**src/rtl/mux_canais_reg.sv**
```systemverilog
// Registered N-channel multiplexer with optional round-robin scan (MUX_CANAIS_VARREDURA_EN).
// Latency: 1 cycle from the capture edge to resultado/canal/valido/erro.
// Backpressure: a held word stays stable until pronto; consume and capture may share a cycle.
module mux_canais_reg #(
   parameter int LARGURA = 8,
   parameter int CANAIS  = 4,
   localparam int SEL    = $clog2(CANAIS)
) (
   input  logic                       clock,
   input  logic                       reset_n,
   input  logic [CANAIS*LARGURA-1:0]  entradas,
   input  logic [SEL-1:0]             controle,
   input  logic                       carregar,
   input  logic                       modo,
   input  logic                       pronto,
   output logic [LARGURA-1:0]         resultado,
   output logic [SEL-1:0]             canal,
   output logic                       valido,
   output logic                       erro
);

   // Channel count widened by one bit so an index equal to CANAIS compares correctly.
   localparam logic [SEL:0] NCANAIS = (SEL+1)'(CANAIS);

   logic               livre;
   logic               varre;
   logic               captura;
   logic [SEL-1:0]     idx;
   logic               fora;
   logic [LARGURA-1:0] sel_dat;

   // Slot accepts a new word when empty or when the held word leaves this cycle.
   assign livre = !valido || pronto;

`ifdef MUX_CANAIS_VARREDURA_EN
   logic [SEL-1:0] ptr;
   localparam logic [SEL-1:0] PTR_MAX = SEL'(CANAIS-1);

   assign varre = modo;
   assign idx   = varre ? ptr : controle;

   // Scan pointer moves only on scan captures and wraps at the last channel.
   always_ff @(posedge clock or negedge reset_n) begin
      if (!reset_n) begin
         ptr <= '0;
      end else if (captura && varre) begin
         ptr <= (ptr == PTR_MAX) ? '0 : ptr + SEL'(1);
      end
   end
`else
   // Without scan support the mode input is forced to direct.
   assign varre = modo & 1'b0;
   assign idx   = controle;
`endif

   // Scan captures on every free cycle; direct mode needs the load strobe.
   assign captura = livre && (varre || carregar);

   // Out-of-range index can only come from controle; ptr never leaves the channel range.
   assign fora = ({1'b0, idx} >= NCANAIS);

   // Select the indexed channel; an out-of-range index yields zero.
   always_comb begin
      sel_dat = '0;
      for (int k = 0; k < CANAIS; k++) begin
         if (idx == SEL'(k)) begin
            sel_dat = entradas[k*LARGURA +: LARGURA];
         end
      end
   end

   // Output register: capture, drain on consume, otherwise hold.
   always_ff @(posedge clock or negedge reset_n) begin
      if (!reset_n) begin
         resultado <= '0;
         canal     <= '0;
         valido    <= 1'b0;
         erro      <= 1'b0;
      end else if (captura) begin
         resultado <= sel_dat;
         canal     <= idx;
         valido    <= 1'b1;
         erro      <= fora;
      end else if (pronto) begin
         valido    <= 1'b0;
      end
   end

endmodule

```
**config.mk**
```make
export PLATFORM = sky130hd
export DESIGN_NAME = mux_canais_reg
export DESIGN_NICKNAME = d
export VERILOG_FILES = /design/src/rtl/mux_canais_reg.sv
export SDC_FILE = /design/constraint.sdc
export NUM_CORES = 1
export LEC_CHECK = 0
export CAP_MARGIN = 20
export CORE_MARGIN = 8
export CORE_UTILIZATION = 28
export DETAILED_ROUTE_END_ITERATION = 7
export GPL_TIMING_DRIVEN = 0
export HOLD_SLACK_MARGIN = 0.02
export PLACE_DENSITY = 0.74
export SYNTH_ARGS = -nofsm -noshare
export SYNTH_HDL_FRONTEND = slang
export SYNTH_SLANG_ARGS = --single-unit
```
**constraint.sdc**
```tcl
create_clock -name clock -period 1.13 [get_ports clock]
set_input_delay 0.226 -clock clock [delete_from_list [all_inputs] [get_ports clock]]
set_output_delay 0.226 -clock clock [all_outputs]
set_load 0.01 [all_outputs]
```
==> summary.md <==
| Metric | Value |
|---|---|
| Largest net degree at the start of global routing | 12 |
| Worst hold path type | in -> reg |
| GP Congestion | 0.697 |
| Count of final setup violators | 0 |
| Layout cell share with drive strength beyond 1 | 43.7% |
| CTS Root Cell | clkbuf_4 |
| Unrepaired setup endpoints after global routing | false |
| # port buffers | 46 |
| GRT Residual Overflow | 0 |
| GR Layer Usage met2 | 16.4% |
| Sequential cell fraction of total power | 42.6% |
| Switching pwr | 313 uW |
| Cells after Synth | 36 |
| Vias in the first global route | 710 |
| Non-filler cells, final | 115 |
| Area grow syn2layout | 80.7% |
| Crit path time final | 1.12 ns |
| CP Launch Type | primary input |
| Post-Layout Inst Area | 1100 um2 |
| # rows | 17 |
| CTS Buf Count | 3 |
| Met1 Use GR | 10.9% |
| Fmax | 893 MHz |
| Crit path arrival time | 1.27 ns |
| Unique cell type count in the Yosys netlist | 9 |
| Gr busiest metal | met2 |
| Total Routing Usage GR | 9.92% |
| Number of diodes | 0 |
| Wire length per cell | 16.1 um |
| DP Cell Count | 110 |
| Synth area leader | dfrtp_1 |
| CTS tree | built |
| Seq/Total Area, Yosys | 45.1% |
| Largest cells by area after synthesis | dfrtp_1, mux4_2, mux2_2 |
| Final Cycle Share | 99.1% |
| Hold Vio Cnt, Final | 0 |
| Drt drc | 0 |
| Fin nets | 127 |
| Power share of the combinational group | 35.0% |
| Critical Path Fanout Max | 5 |
| Routed WL | 1.85 mm |
| WS Path Type | in -> reg |
| Most common cell in the synthesized netlist | dfrtp_1 |
| Post-synth EDFFs | 0 |
| Clock Skew | 0.00467 ns |
| Post-Syn Area | 611 um2 |
| Syn nets | 75 |
| #FFs+latches synth | 11 |
| DRT iter0 DRCs | 7 |
| CP endpoint kind | register |
| Top post-synthesis cells by count | dfrtp_1, mux2_2, mux4_2, nand2b_1 |
| Clock Latency Late Sink | 0.26 ns |
| First-pass GRT wire length | 3.22 mm |
| Worst hold slack | 0.254 ns |
| Die height | 62.7 um |
| # IOs | 51 |
| Internal power | 861 uW |
| Req. time, crit path | 1.28 ns |
| Initial antenna violation count | 0 |
| Vias per cell | 4.59 |
| Worst-path clk slew | 0.07 ns |
| Core Region | 2130 um2 |
| Met3 Use GR | 5.20% |
| Clock network power share | 22.4% |
| PD cells | 1060 nW/um2 |
| Post-route ant nets | 0 |
| Status | finished clean |
| Drt pass-1 iters | 2 |
| Total Power | 1170 uW |
| Final setup TNS | 0 ns |
| Die area | 3930 um2 |
| Reported max-cap violation count | 0 |
| Placed Area | 1120 um2 |
| Clock Sinks | 11 |
| Switching share of power | 26.7% |
| Max Slew Vio Count | 0 |
| CTS Hold Buffers Added | 0 |
| Die X | 62.7 um |
| Initial core utilization | 28.7% |
| Leak | 0.000543 uW |
| # H-tree levels | 1 |
| Main synth FF type | dfrtp_1 |
| Via count | 528 |
| Syn. warnings | 0 |
| Mean post-synth cell area | 17.0 um2 |
| Yosys top cell area share | 45.1% |
| Asr flop ratio synth | 100% |
| Clk buf depth | 2 |
| Peak VDD IR | 589 uV |
[routing by layer]
metal  vias to the layer above  routed length (um)
met3                         0                 208
met5                         -                   0
met4                         0                   0
li1                        242                   -
met1                       250                 777
met2                        36                 865
[sequential cells by signal, indices dropped and copies added (netlist names)]
signal     flops
canal          2
valido         1
resultado      8
[worst max-delay path, cell delays in order]
cell and delay (ns):
clkdlybuf4s50_1 0.60, nand2_4 0.13, mux2_4 0.31
[timing repair]
| action | CTS | global route |
|---|---|---|
| setup buffers | 0 | 0 |
| endpoints found under the setup margin | 21 | 10 |
| gates resized for setup | 68 | 10 |
| pin swaps | 1 | 0 |
| gates cloned | 1 | 0 |
[per-stage QoR]
stage               setup WS, ns  util (%)
detailed placement        -0.371      52.6
floorplan                -0.0640         -
finish                    0.0107      51.9
global placement          -0.365      52.6
CTS                      0.00265      54.2
global route             0.00303      51.9
[area by class of cell]
class | instances | area (um2)
plain buffers | 3 | 32.5
clock buffers | 4 | 26.3
fillers | 215 | 1020
multi-input cells | 23 | 369
flip-flops and latches | 11 | 275
well taps | 28 | 35.0
repair buffers | 46 | 365
[kinds of logic after synthesis]
logic type / count (synthesis) / synth area share, %
mux: 18 / 48.0
simple gates: 3 / 2.66
other cells: 1 / 0.614
buf+inv: 3 / 3.69
flops: 11 / 45.1
[final timing paths]
kind | to | cells past startpoint | slack [ns] | startpoint
hold reg to reg | resultado[3] | 1 | 0.51 | resultado[3]
min in group asynchronous | resultado[2] | 1 | 0.29 | reset_n
setup reg to reg | canal[1] | 3 | 0.09 | valido
max in group asynchronous | resultado[7] | 1 | 0.51 | reset_n
setup / recovery | resultado[1] | 3 | 0.01 | carregar
hold / removal | canal[0] | 2 | 0.25 | controle[0]
[power by group through the flow]
stage	clock network (uW)	registers (uW)	logic [uW]
after detailed placement	0	504	475
after global routing	293	512	444
final	263	500	410
after CTS	277	500	452
after global placement	0	500	469
after floorplan	0	537	149
[placed cells by master, fill, tap and decap left out, drive strengths merged]
| cell type | instances |
|---|---|
| clkbuf | 15 |
| nand2 | 2 |
| buf | 3 |
| nand2b | 2 |
| mux2 | 10 |
| mux4 | 8 |
| conb | 1 |
| dlygate4sd2 | 32 |
| clkdlybuf4s50 | 3 |
| dfrtp | 11 |
No activity file was read; power rests on OpenSTA's default activity.
